File: config.mk
export PLATFORM = sky130hd
export DESIGN_NAME = arrow_judge_flat
export DESIGN_NICKNAME = d
export VERILOG_FILES = /design/src/rtl/ddr_definitions.sv /design/src/rtl/arrow_judge_if.sv /design/src/rtl/sync_rise_detect.sv /design/src/rtl/arrow_judge.sv /design/src/flat_wrapper.sv
export SDC_FILE = /design/constraint.sdc
export NUM_CORES = 1
export LEC_CHECK = 0
export ABC_AREA = 1
export CORE_MARGIN = 2
export CORE_UTILIZATION = 59
export DETAILED_ROUTE_END_ITERATION = 8
export PLACE_DENSITY_LB_ADDON = 0.1
export REMOVE_ABC_BUFFERS = 1
export SLEW_MARGIN = 10
export SYNTH_ARGS = -nofsm -noshare
export SYNTH_HDL_FRONTEND = slang
export SYNTH_HIERARCHICAL = 1
export SYNTH_SLANG_ARGS = --single-unit
File: constraint.sdc
create_clock -name clk -period 4.08 [get_ports clk]
set_input_delay 0.816 -clock clk [delete_from_list [all_inputs] [get_ports clk]]
set_output_delay 0.816 -clock clk [all_outputs]
set_load 0.005 [all_outputs]
File: src/rtl/ddr_definitions.sv
// Shared game definitions for the dance-arrow pipeline: game states, arrow codes
// and the arrow-to-button mask decode used by the judge and the display driver.
package ddr_definitions;

  localparam int ARROW_CODE_W = 5;

  localparam logic [1:0] STATE_GAME  = 2'd1;
  localparam logic [1:0] STATE_PAUSE = 2'd2;

  localparam logic [ARROW_CODE_W-1:0] ARROW_UP         = 5'd10;
  localparam logic [ARROW_CODE_W-1:0] ARROW_DOWN       = 5'd11;
  localparam logic [ARROW_CODE_W-1:0] ARROW_LEFT       = 5'd12;
  localparam logic [ARROW_CODE_W-1:0] ARROW_RIGHT      = 5'd13;
  localparam logic [ARROW_CODE_W-1:0] ARROW_UP_LEFT    = 5'd14;
  localparam logic [ARROW_CODE_W-1:0] ARROW_UP_RIGHT   = 5'd15;
  localparam logic [ARROW_CODE_W-1:0] ARROW_DOWN_LEFT  = 5'd16;
  localparam logic [ARROW_CODE_W-1:0] ARROW_DOWN_RIGHT = 5'd17;
  localparam logic [ARROW_CODE_W-1:0] ARROW_UP_DOWN    = 5'd18;
  localparam logic [ARROW_CODE_W-1:0] ARROW_LEFT_RIGHT = 5'd19;
  localparam logic [ARROW_CODE_W-1:0] ARROW_NONE       = 5'd20;
  localparam logic [ARROW_CODE_W-1:0] ARROW_END        = 5'd31;

  typedef enum logic [1:0] {
    S_IDLE = 2'd0,
    S_RUN  = 2'd1,
    S_DONE = 2'd2
  } judge_state_e;

  // Button order is {up, down, left, right}; NONE and digit codes need no press.
  function automatic logic [3:0] arrow_mask(input logic [ARROW_CODE_W-1:0] code);
    case (code)
      ARROW_UP:         return 4'b1000;
      ARROW_DOWN:       return 4'b0100;
      ARROW_LEFT:       return 4'b0010;
      ARROW_RIGHT:      return 4'b0001;
      ARROW_UP_LEFT:    return 4'b1010;
      ARROW_UP_RIGHT:   return 4'b1001;
      ARROW_DOWN_LEFT:  return 4'b0110;
      ARROW_DOWN_RIGHT: return 4'b0101;
      ARROW_UP_DOWN:    return 4'b1100;
      ARROW_LEFT_RIGHT: return 4'b0011;
      default:          return 4'b0000;
    endcase
  endfunction

endpackage

File: src/rtl/arrow_judge_if.sv
// Chart ROM bus: the judge drives the address, the synchronous ROM returns the
// arrow code one clock later.
interface arrow_judge_if #(
  parameter int ADDR_W  = 8,
  parameter int ARROW_W = 5
);
  logic [ADDR_W-1:0]  chart_addr;
  logic [ARROW_W-1:0] chart_data;

  modport master (output chart_addr, input chart_data);
  modport slave  (input chart_addr, output chart_data);
endinterface

File: src/rtl/sync_rise_detect.sv
// Three-flop synchroniser for an asynchronous level, with a one-clock pulse on
// each rising edge of the synchronised signal.
module sync_rise_detect (
  input  logic clk,
  input  logic rst_n,
  input  logic din_i,
  output logic rise_o
);
  logic [2:0] sync_q;

  always_ff @(posedge clk or negedge rst_n) begin
    if (!rst_n) sync_q <= '0;
    else        sync_q <= {sync_q[1:0], din_i};
  end

  assign rise_o = sync_q[1] & ~sync_q[2];
endmodule

File: src/rtl/arrow_judge.sv
// Arrow judge: fills a 4-slot window from the chart ROM, scrolls it on every
// metronome beat and scores presses against slot3. Build option: COMBO_BONUS_EN.
module arrow_judge
  import ddr_definitions::*;
#(
  parameter int ARROW_W = 5,
  parameter int CNT_W   = 14,
  parameter int CNT_MAX = 9999,
  parameter int ADDR_W  = 8,
  parameter int STATE_W = 2
) (
  input  logic                 clk,
  input  logic                 rst_n,
  input  logic                 metronome_clk,
  input  logic [STATE_W-1:0]   state,
  input  logic [3:0]           btn,
  input  logic                 restart,
  arrow_judge_if.master        chart,
  output logic [4*ARROW_W-1:0] cur_arrows,
  output logic [CNT_W-1:0]     score,
  output logic [CNT_W-1:0]     combo_count,
  output logic                 combo_enable,
  output logic                 hit,
  output logic                 miss,
  output logic                 song_done
);

  localparam logic [ARROW_W-1:0] NONE_C    = ARROW_W'(ARROW_NONE);
  localparam logic [ARROW_W-1:0] END_C     = ARROW_W'(ARROW_END);
  localparam logic [ADDR_W-1:0]  ADDR_MAX  = {ADDR_W{1'b1}};
  localparam logic [2:0]         FILL_LAST = 3'd5;

  function automatic logic [CNT_W-1:0] sat_add(input logic [CNT_W-1:0] a,
                                               input logic [1:0]       inc);
    logic [CNT_W:0] sum;
    sum = {1'b0, a} + {{(CNT_W-1){1'b0}}, inc};
    if (sum > (CNT_W+1)'(CNT_MAX)) return CNT_W'(CNT_MAX);
    return sum[CNT_W-1:0];
  endfunction

  logic       met_rise;
  logic [3:0] btn_rise;

  sync_rise_detect u_met_sync (
    .clk    (clk),
    .rst_n  (rst_n),
    .din_i  (metronome_clk),
    .rise_o (met_rise)
  );

  for (genvar i = 0; i < 4; i++) begin : g_btn_sync
    sync_rise_detect u_btn_sync (
      .clk    (clk),
      .rst_n  (rst_n),
      .din_i  (btn[i]),
      .rise_o (btn_rise[i])
    );
  end

  judge_state_e                fsm_q, fsm_d;
  logic [2:0]                  fill_q, fill_d;
  logic [ADDR_W-1:0]           addr_q, addr_d;
  logic [3:0][ARROW_W-1:0]     slots_q, slots_d;
  logic [ARROW_W-1:0]          next_q, next_d;
  logic                        end_seen_q, end_seen_d;
  logic [1:0]                  fetch_q, fetch_d;
  logic [3:0]                  press_q, press_d;
  logic [CNT_W-1:0]            score_q, score_d;
  logic [CNT_W-1:0]            combo_q, combo_d;
  logic                        combo_en_q, combo_en_d;
  logic                        hit_q, hit_d;
  logic                        miss_q, miss_d;

  logic                        game_on;
  logic                        word_end;
  logic [ARROW_W-1:0]          word;
  logic [3:0]                  req_mask;
  logic [1:0]                  score_inc;

  assign game_on = (state == STATE_W'(STATE_GAME));

  always_comb begin
    fsm_d      = fsm_q;
    fill_d     = fill_q;
    addr_d     = addr_q;
    slots_d    = slots_q;
    next_d     = next_q;
    end_seen_d = end_seen_q;
    fetch_d    = {fetch_q[0], 1'b0};
    press_d    = '0;
    score_d    = score_q;
    combo_d    = combo_q;
    hit_d      = 1'b0;
    miss_d     = 1'b0;

    word_end = (chart.chart_data == END_C) || end_seen_q;
    word     = word_end ? NONE_C : chart.chart_data;
    req_mask = arrow_mask(ARROW_CODE_W'(slots_q[3]));
`ifdef COMBO_BONUS_EN
    score_inc = (combo_q >= CNT_W'(10)) ? 2'd2 : 2'd1;
`else
    score_inc = 2'd1;
`endif

    case (fsm_q)
      S_IDLE: begin
        score_d = '0;
        combo_d = '0;
        // Words for addresses 0..3 arrive on fill steps 1..4; step 5 brings the prefetch.
        if (fill_q != 3'd0) begin
          end_seen_d = word_end;
          if (fill_q == FILL_LAST) begin
            next_d = word;
            fsm_d  = S_RUN;
          end else begin
            slots_d = {slots_q[2:0], word};
          end
        end
        if (fill_q != FILL_LAST) fill_d = fill_q + 3'd1;
        if (fill_q < 3'd4 && !end_seen_d) addr_d = addr_q + ADDR_W'(1);
      end

      S_RUN: begin
        if (fetch_q[1]) begin
          if (word_end || addr_q == ADDR_MAX) begin
            next_d     = NONE_C;
            end_seen_d = 1'b1;
          end else begin
            next_d = chart.chart_data;
          end
        end
        if (game_on) begin
          if (met_rise) begin
            if (slots_q[3] != NONE_C) begin
              if (press_q == req_mask) hit_d  = 1'b1;
              else                     miss_d = 1'b1;
            end else if (press_q != 4'b0000) begin
              miss_d = 1'b1;
            end
            if (hit_d) begin
              score_d = sat_add(score_q, score_inc);
              combo_d = sat_add(combo_q, 2'd1);
            end
            if (miss_d) combo_d = '0;
            slots_d = {slots_q[2:0], next_q};
            if (!end_seen_q) begin
              addr_d     = addr_q + ADDR_W'(1);
              fetch_d[0] = 1'b1;
            end
            // An edge landing on the beat itself belongs to the following beat.
            press_d = btn_rise;
          end else begin
            press_d = press_q | btn_rise;
          end
          if (end_seen_q && slots_q == {4{NONE_C}} && next_q == NONE_C) fsm_d = S_DONE;
        end
      end

      S_DONE: ;

      default: fsm_d = S_IDLE;
    endcase

    if (restart) begin
      fsm_d      = S_IDLE;
      fill_d     = '0;
      addr_d     = '0;
      slots_d    = {4{NONE_C}};
      next_d     = NONE_C;
      end_seen_d = 1'b0;
      fetch_d    = '0;
      press_d    = '0;
      score_d    = '0;
      combo_d    = '0;
      hit_d      = 1'b0;
      miss_d     = 1'b0;
    end

    combo_en_d = (combo_d >= CNT_W'(2));
  end

  always_ff @(posedge clk or negedge rst_n) begin
    if (!rst_n) begin
      fsm_q      <= S_IDLE;
      fill_q     <= '0;
      addr_q     <= '0;
      slots_q    <= {4{NONE_C}};
      next_q     <= NONE_C;
      end_seen_q <= 1'b0;
      fetch_q    <= '0;
      press_q    <= '0;
      score_q    <= '0;
      combo_q    <= '0;
      combo_en_q <= 1'b0;
      hit_q      <= 1'b0;
      miss_q     <= 1'b0;
    end else begin
      fsm_q      <= fsm_d;
      fill_q     <= fill_d;
      addr_q     <= addr_d;
      slots_q    <= slots_d;
      next_q     <= next_d;
      end_seen_q <= end_seen_d;
      fetch_q    <= fetch_d;
      press_q    <= press_d;
      score_q    <= score_d;
      combo_q    <= combo_d;
      combo_en_q <= combo_en_d;
      hit_q      <= hit_d;
      miss_q     <= miss_d;
    end
  end

  assign chart.chart_addr = addr_q;
  assign cur_arrows       = slots_q;
  assign score            = score_q;
  assign combo_count      = combo_q;
  assign combo_enable     = combo_en_q;
  assign hit              = hit_q;
  assign miss             = miss_q;
  assign song_done        = (fsm_q == S_DONE);

endmodule

File: src/flat_wrapper.sv
// flat-port wrapper written by rule: the top's interface ports become plain ports
module arrow_judge_flat import ddr_definitions::*;
#(
  parameter int ARROW_W = 5,
  parameter int CNT_W   = 14,
  parameter int CNT_MAX = 9999,
  parameter int ADDR_W  = 8,
  parameter int STATE_W = 2
)
  (clk, rst_n, metronome_clk, state, btn, restart, cur_arrows, score, combo_count, combo_enable, hit, miss, song_done, chart_chart_addr, chart_chart_data);
  arrow_judge_if #(.ADDR_W(ADDR_W), .ARROW_W(ARROW_W)) chart_i ();
  input  logic clk;
  input  logic rst_n;
  input  logic metronome_clk;
  input  logic [STATE_W-1:0] state;
  input  logic [3:0] btn;
  input  logic restart;
  output logic [4*ARROW_W-1:0] cur_arrows;
  output logic [CNT_W-1:0] score;
  output logic [CNT_W-1:0] combo_count;
  output logic combo_enable;
  output logic hit;
  output logic miss;
  output logic song_done;
  output wire logic [$bits(chart_i.chart_addr)-1:0] chart_chart_addr;
  input wire logic [$bits(chart_i.chart_data)-1:0] chart_chart_data;
  assign chart_chart_addr = chart_i.chart_addr;
  assign chart_i.chart_data = chart_chart_data;
  arrow_judge #(.ARROW_W(ARROW_W), .CNT_W(CNT_W), .CNT_MAX(CNT_MAX), .ADDR_W(ADDR_W), .STATE_W(STATE_W)) u_core (.clk(clk), .rst_n(rst_n), .metronome_clk(metronome_clk), .state(state), .btn(btn), .restart(restart), .chart(chart_i), .cur_arrows(cur_arrows), .score(score), .combo_count(combo_count), .combo_enable(combo_enable), .hit(hit), .miss(miss), .song_done(song_done));
endmodule
==> summary.md, run 1 <==
| Metric | Value |
|---|---|
| Outcome | completed |
| Initial antenna violation count | 0 |
| Seq/Total Area, Yosys | 44.5% |
| CTS Buffer Depth | 2 |
| Final-report setup violation count | 0 |
| Post-cts gate resize count | 0 |
| Highest routed layer | met4 |
| Net Sw Frac | around 31% |
| XOR/XNOR Fraction of Synth Area | under 10% |
| Max FO, Critical Path | 38 |
| Synth Area in Simple Gates | around a third |
| Met2 WL | 5980 um |
| Final count of hold timing violations | 0 |
| WL per Instance | ~14 um |
| Cell Pwr Density | 319 mW/mm^2 |
| Post-synthesis mux area share | 0% |
| Top_reg_cell synth | dfrtp_1 |
| First-pass GRT wire length | roughly 21000 um |
| Flop pwr share | about half |
| Static Leak | between 3 and 4 nW |
| Clock Power Share | around 28% |
| Asr flop ratio synth | between 90% and 100% |
| GRT Total Usage | a little over a quarter |
| Hold Buf Count CTS | 0 |
| Die height | ~97 um |
| Met1 WL | about 5300 um |
| Finished Core Util | 71.9% |
| RSZ-0062 raised after global routing | false |
| Area grow syn2layout | 19.9% |
| Post-Synth Adder-Cell Area | 2.92% |
| Cell Area, Synth | between 0.005 and 0.006 sq mm |
| Final Slew Violations | 0 |
| Grt total ovfl | 0 |
| Sw power | just over 0.0006 W |
| Layout cells sized above 1 | roughly 8% |
| Clock skew | between 0.008 and 0.009 ns |
| DRT Wirelength | between 10000 and 15000 um |
| Initial core utilization | between 50% and 60% |
| Critical-path cell list | clkdlybuf4s50_1 -> nor2_4 -> inv_1 -> nor2_1 -> nor2_1 -> inv_1 -> nor2_2 -> o21ai_0 -> o21ai_0 |
| Clock sinks | 91 |
| Width of the die | between 90 and 100 um |
| Routability Congestion | between 0.9 and 1 |
| Initial DRC Count | 259 |
| HPWL after DPL | roughly 8900 um |
| Pre-Repair DR Iteration Count | 5 |
| Largest stage delay on the critical path | 0.94 ns |
| Total power | a little under 0.002 W |
| Max-cap violations | 0 |
| Worst min path class | reg -> reg |
| Final non-filler cell area | around 0.0062 sq mm |
| Internal power | around 0.0014 W |
| Period utilisation layout | about four fifths |
| # DRC | 0 |
| Least-Margin Pin Slew | around 1.1 ns |
| Post-route ant nets | 0 |
| Full die area | 0.00949 sq mm |
| Avg Cell Area, Syn | between 7 and 8 sq um |
| Critical path capture point type | flip-flop |
| EDFF count, synth | 0 |
| CP max stage cell | nor2_2 |
| Dpl ws | between 0.4 and 0.5 ns |
| Main combinational cell family by area after synthesis | simple AND/OR/NAND/NOR gates |
| Yosys reg bits | 91 |
| # rows | 34 |
| Crit start category | input pin |
| CTS Buf Count | 9 |
| Yosys cell types | 40 |
| Mapped Cells | between 600 and 700 |
| Layout fillers | between 600 and 700 |
| Fmax | between 0.3 and 0.4 GHz |
| Vias | about 4800 |
| Setup slack after layout | 0.756 ns |
| Io pins | 75 |
| Synth Area in Compound Gates | 10.1% |
| Core Box Area | 0.00859 sq mm |
| Setup tns final | 0 ns |
| Fin crit period | around 3.3 ns |
| Synth Warn # | 6 |
| Comb power frac | around 21% |
| Antenna fix cells | 0 |
| Slew margin rel. | about a quarter |
| H-tree depth | 3 |
| CTS root buf | clkbuf_8 |
| VDD IR max | 0.183 mV |
| Largest net degree at the start of global routing | 39 |
| WP data required | around 4.4 ns |
| Number of global-route vias before repair | between 4000 and 5000 |
| Post-CTS setup buffer count | 0 |
| Clk slew on worst S/H paths | roughly 0.09 ns |
| Drt via density | 5.42 |
| Clock latency on the worst-skew pair | around 0.36 ns |
| PortBufs | 74 |
| Crit path DAT | ~3.6 ns |
| Placed Area | ~0.006 sq mm |
| WL met3 | 510 um |
| Setup Crit Path Kind | in -> reg |
| CTS tree | yes |
| NumNets Final | 796 |
==> cells by family after synthesis <==
| group | count (synthesis) |
|---|---|
| adders and majority gates | 12 |
| and+or+nand+nor | 369 |
| DFF | 91 |
| buffers and inverters | 119 |
| AOI/OAI and AO/OA | 92 |
| xor gates and xnor gates | 11 |
==> Yosys cell counts (2+ instances only) <==
cell type / n / area (sq um)
inv_2: 3 / 11.3
nand2_2: 6 / 37.5
a2bb2oi_1: 2 / 17.5
inv_1: 100 / 375
buf_2: 6 / 30.0
nand3b_1: 2 / 15.0
nor3_1: 7 / 35.0
nand4_1: 22 / 138
nand3_1: 50 / 250
nor2_1: 70 / 263
a31oi_1: 4 / 25.0
xor2_1: 10 / 87.6
nand3_2: 2 / 20.0
nand2_1: 187 / 702
clkbuf_1: 8 / 30.0
a21oi_1: 26 / 130
nor4_1: 2 / 12.5
dfrtp_1: 81 / 2030
ha_1: 12 / 150
dfstp_2: 10 / 263
o21ai_0: 41 / 205
o22ai_1: 4 / 25.0
nor2_2: 12 / 75.1
o211ai_1: 5 / 37.5
nor2_4: 2 / 22.5
o21a_1: 5 / 37.5
nor3_2: 2 / 20.0
==> cell usage in the layout, fill, tap and decap left out, drive strengths merged, types with 4 or more instances in the layout <==
cell,netlist,routed
a21oi,26,26
a31oi,4,4
buf,7,6
clkbuf,8,11
clkdlybuf4s50,0,73
clkinv,1,5
dfrtp,81,81
dfstp,10,10
ha,12,12
inv,103,104
nand2,194,194
nand3,52,52
nand4,22,22
nor2,85,85
nor3,9,9
o211ai,5,5
o21a,5,5
o21ai,42,42
o22ai,4,4
xor2,10,10
==> stage by stage <==
step | hold slack, ns | std cells
2_1_floorplan | 0.331 | 679
3_3_place_gp | 0.335 | 866
3_5_place_dp | 0.337 | 866
4_1_cts | 0.361 | 882
5_1_grt | 0.364 | 882
6_report | 0.356 | 882
==> per-layer routing <==
layer | track usage (%) | up-vias
li1 | - | 2380
met1 | 34.5 | 2240
met2 | 45.0 | 131
met3 | 4.82 | 32
met4 | 10.0 | 0
met5 | 0 | -
==> critical path: cells and delay by family <==
family / cells / cell delay (ns)
simple gates: 4 / 1.29
buf+inv: 3 / 1.09
compound gates: 2 / 0.40
==> area by class of cell <==
type                            instances  area [sq um]  area share, %
Sequential cell                        91          2290           37.1
Inverter                              104           390           6.32
Timing Repair Buffer                   79           776           12.6
Tap cell                              108           135           2.19
Multi-Input combinational cell        484          2410           39.0
Clock inverter                          5          36.3          0.587
Clock buffer                           11           141           2.29
==> final timing paths <==
path / startpoint / end / slack, ns / depth (start not counted)
min reg2reg: u_core/g_btn_sync[0].u_btn_sync/sync_q[0] / u_core/g_btn_sync[0].u_btn_sync/sync_q[1] / 0.36 / 0
max: restart / u_core/cur_arrows[19] / 0.76 / 9
min: u_core/g_btn_sync[0].u_btn_sync/sync_q[0] / u_core/g_btn_sync[0].u_btn_sync/sync_q[1] / 0.36 / 0
min in group asynchronous: rst_n / u_core/g_btn_sync[0].u_btn_sync/sync_q[2] / 0.39 / 1
max reg2reg: u_core/fsm_q[0] / u_core/cur_arrows[19] / 1.02 / 11
max in group asynchronous: rst_n / u_core/cur_arrows[2] / 2.91 / 2
==> power by group through the flow <==
stage / Combinational [W] / Sequential [W] / Clock, W
6_report: 0.000404 / 0.00101 / 0.000557
5_1_grt: 0.000456 / 0.00102 / 0.000608
4_1_cts: 0.000403 / 0.00101 / 0.000574
2_1_floorplan: 0.000227 / 0.00102 / 0
3_5_place_dp: 0.000401 / 0.00103 / 0
3_3_place_gp: 0.000391 / 0.00103 / 0
==> sequential cells by signal, indices dropped and copies added, names as in the netlist <==
name / count
u_core/chart.chart_addr: 8
u_core/combo_count: 14
u_core/combo_enable: 1
u_core/cur_arrows: 20
u_core/end_seen_q: 1
u_core/fetch_q: 2
u_core/fill_q: 3
u_core/fsm_q: 2
u_core/g_btn_sync.u_btn_sync/sync_q: 12
u_core/hit: 1
u_core/miss: 1
u_core/next_q: 5
u_core/press_q: 4
u_core/score: 14
u_core/u_met_sync/sync_q: 3
(Power assumes the default switching activity.)
==> run 2, diff against run 1 <==
--- a/config.mk
+++ b/config.mk
@@ -7,7 +7,7 @@
 export LEC_CHECK = 0
 export ABC_AREA = 1
 export CORE_MARGIN = 2
-export CORE_UTILIZATION = 59
+export CORE_UTILIZATION = 50
 export DETAILED_ROUTE_END_ITERATION = 8
 export PLACE_DENSITY_LB_ADDON = 0.1
 export REMOVE_ABC_BUFFERS = 1
==> constraint.sdc (replaced) <==
create_clock -name clk -period 2.8 [get_ports clk]
set_input_delay 0.56 -clock clk [delete_from_list [all_inputs] [get_ports clk]]
set_output_delay 0.56 -clock clk [all_outputs]
set_load 0.005 [all_outputs]
==> summary.md, run 2 (synthesis results as in run 1) <==
| Metric | Value |
|---|---|
| CTS root buf | clkbuf_8 |
| Total power | around 0.0032 W |
| Cell Pwr Density | 496 mW/mm^2 |
| Layout cells sized above 1 | between 10% and 20% |
| Crit start category | flip-flop |
| Core Box Area | 0.0101 sq mm |
| Clock sinks | 91 |
| Clk slew on worst S/H paths | around 0.090 ns |
| Sw power | 0.000910 W |
| Max reg flops | 20 |
| H-tree depth | 3 |
| WL per Instance | ~14 um |
| Critical path capture point type | flip-flop |
| Clock latency on the worst-skew pair | 0.36 ns |
| Final-report setup violation count | 0 |
| PortBufs | 74 |
| Vias | 4880 |
| Layout fillers | just under 900 |
| Fmax | approximately 0.39 GHz |
| Area grow syn2layout | 24.4% |
| Final non-filler cell area | around 0.0064 sq mm |
| Commonest non-fill, non-tap cells in the layout | nand2_1, inv_1, dfrtp_1 |
| Comb power frac | approximately 20% |
| Worst min path class | in -> async |
| Crit path DAT | approximately 2.8 ns |
| Fin crit period | about 2.6 ns |
| Final Slew Violations | 0 |
| CTS tree | yes |
| VDD IR max | around 0.33 mV |
| Max-cap violations | 0 |
| Clock skew | ~0.0086 ns |
| Flop pwr share | between 40% and 50% |
| Width of the die | 105 um |
| Full die area | ~0.011 sq mm |
| CTS Buffer Depth | 2 |
| NumNets Final | between 800 and 900 |
| Post-route ant nets | 0 |
| Initial antenna violation count | 0 |
| Setup tns final | 0 ns |
| First-pass GRT wire length | 21900 um |
| Commonest non-fill, non-tap cell in the layout | nand2_1 |
| Io pins | between 70 and 80 |
| Pre-Repair DR Iteration Count | 5 |
| Least-Margin Pin Slew | between 0.5 and 0.6 ns |
| Final count of hold timing violations | 0 |
| Outcome | completed |
| Max FO, Critical Path | 19 |
| # rows | 37 |
| Initial core utilization | between 50% and 60% |
| Placed Area | ~0.006 sq mm |
| Static Leak | around 3.1 nW |
| Internal power | approximately 0.0023 W |
| Slew margin rel. | a little over 60% |
| Largest net degree at the start of global routing | 50 |
| Post-CTS setup buffer count | 0 |
| Initial DRC Count | 270 |
| Net Sw Frac | ~29% |
| WP data required | about 3.1 ns |
| Setup Crit Path Kind | reg -> reg |
| RSZ-0062 raised after global routing | false |
| GRT Total Usage | roughly 24% |
| Routability Congestion | ~0.93 |
| Drt via density | between 5 and 6 |
| HPWL after DPL | 9220 um |
| Clock Power Share | roughly a third |
| Period utilisation layout | 91.4% |
| Number of global-route vias before repair | 4780 |
| DRT Wirelength | between 10000 and 15000 um |
| Die height | roughly 110 um |
| Antenna fix cells | 0 |
| # DRC | 0 |
| Grt total ovfl | 0 |
| Hold_ws | 0.185 ns |
| CTS Buf Count | 9 |
-- run 2: cell type report --
cell class / count / area, sq um / share of cell area [%]
multi-input cells: 484 / 2420 / 37.8
flip-flops and latches: 91 / 2290 / 35.8
repair buffers: 91 / 895 / 14.0
inverters: 104 / 390 / 6.09
well taps: 136 / 170 / 2.66
clock buffers: 10 / 128 / 1.99
clock inverters: 6 / 113 / 1.76
-- run 2: path summary, 6_finish.rpt --
path	cells after the start	slack, ns	startpoint	end
max	17	0.24	u_core/cur_arrows[16]	u_core/combo_enable
min	1	0.18	rst_n	u_core/u_met_sync/sync_q[2]
max reg2reg	17	0.24	u_core/cur_arrows[16]	u_core/combo_enable
min reg2reg	0	0.35	u_core/u_met_sync/sync_q[0]	u_core/u_met_sync/sync_q[1]
max in group asynchronous	2	1.89	rst_n	u_core/cur_arrows[2]
min in group clk	0	0.35	u_core/u_met_sync/sync_q[0]	u_core/u_met_sync/sync_q[1]
-- run 2: repair_timing --
action / 4_1_cts / 5_1_grt
gates resized for setup: 0 / 5
hold buffers: 0 / 0
setup endpoints to repair: 0 / 3
endpoints found under the hold margin: 0 / 0
-- run 2: critical path, stage by stage (launching register included) --
cell	delay [ns]
dfrtp_1	0.42
inv_1	0.12
ha_1	0.29
nor2_1	0.09
nand3_1	0.07
nand2_1	0.10
nor2_1	0.07
nor2_1	0.15
nand3_2	0.17
buf_6	0.21
nor2_1	0.09
nand3_1	0.07
nand2_1	0.09
nand2_1	0.09
nor2_1	0.11
nand3_1	0.09
nor3_2	0.16
nand2_1	0.06
-- run 2: metrics by stage --
stage / utilization, % / worst slack, ns / cells
4_1_cts: 63.0 / 0.104 / 922
3_3_place_gp: 60.7 / 0.167 / 906
3_5_place_dp: 60.7 / 0.0296 / 906
5_1_grt: 63.2 / 0.0127 / 922
6_report: 63.2 / 0.242 / 922
2_1_floorplan: - / 0.104 / 679
-- run 2: routing by layer --
metal	vias up	track usage, %	routed length [um]
li1	2389	-	-
met1	2324	31.8	5630
met2	145	39.8	6140
met3	22	4.14	642
met4	0	8.93	244
met5	-	0	0
-- run 2: power by group through the flow --
stage	Clock (W)	Combinational [W]	Sequential [W]
2_1_floorplan	0	0.000331	0.00148
3_3_place_gp	0	0.000605	0.00150
3_5_place_dp	0	0.000616	0.00150
4_1_cts	0.00110	0.000620	0.00147
5_1_grt	0.00116	0.000715	0.00148
6_report	0.00107	0.000633	0.00147
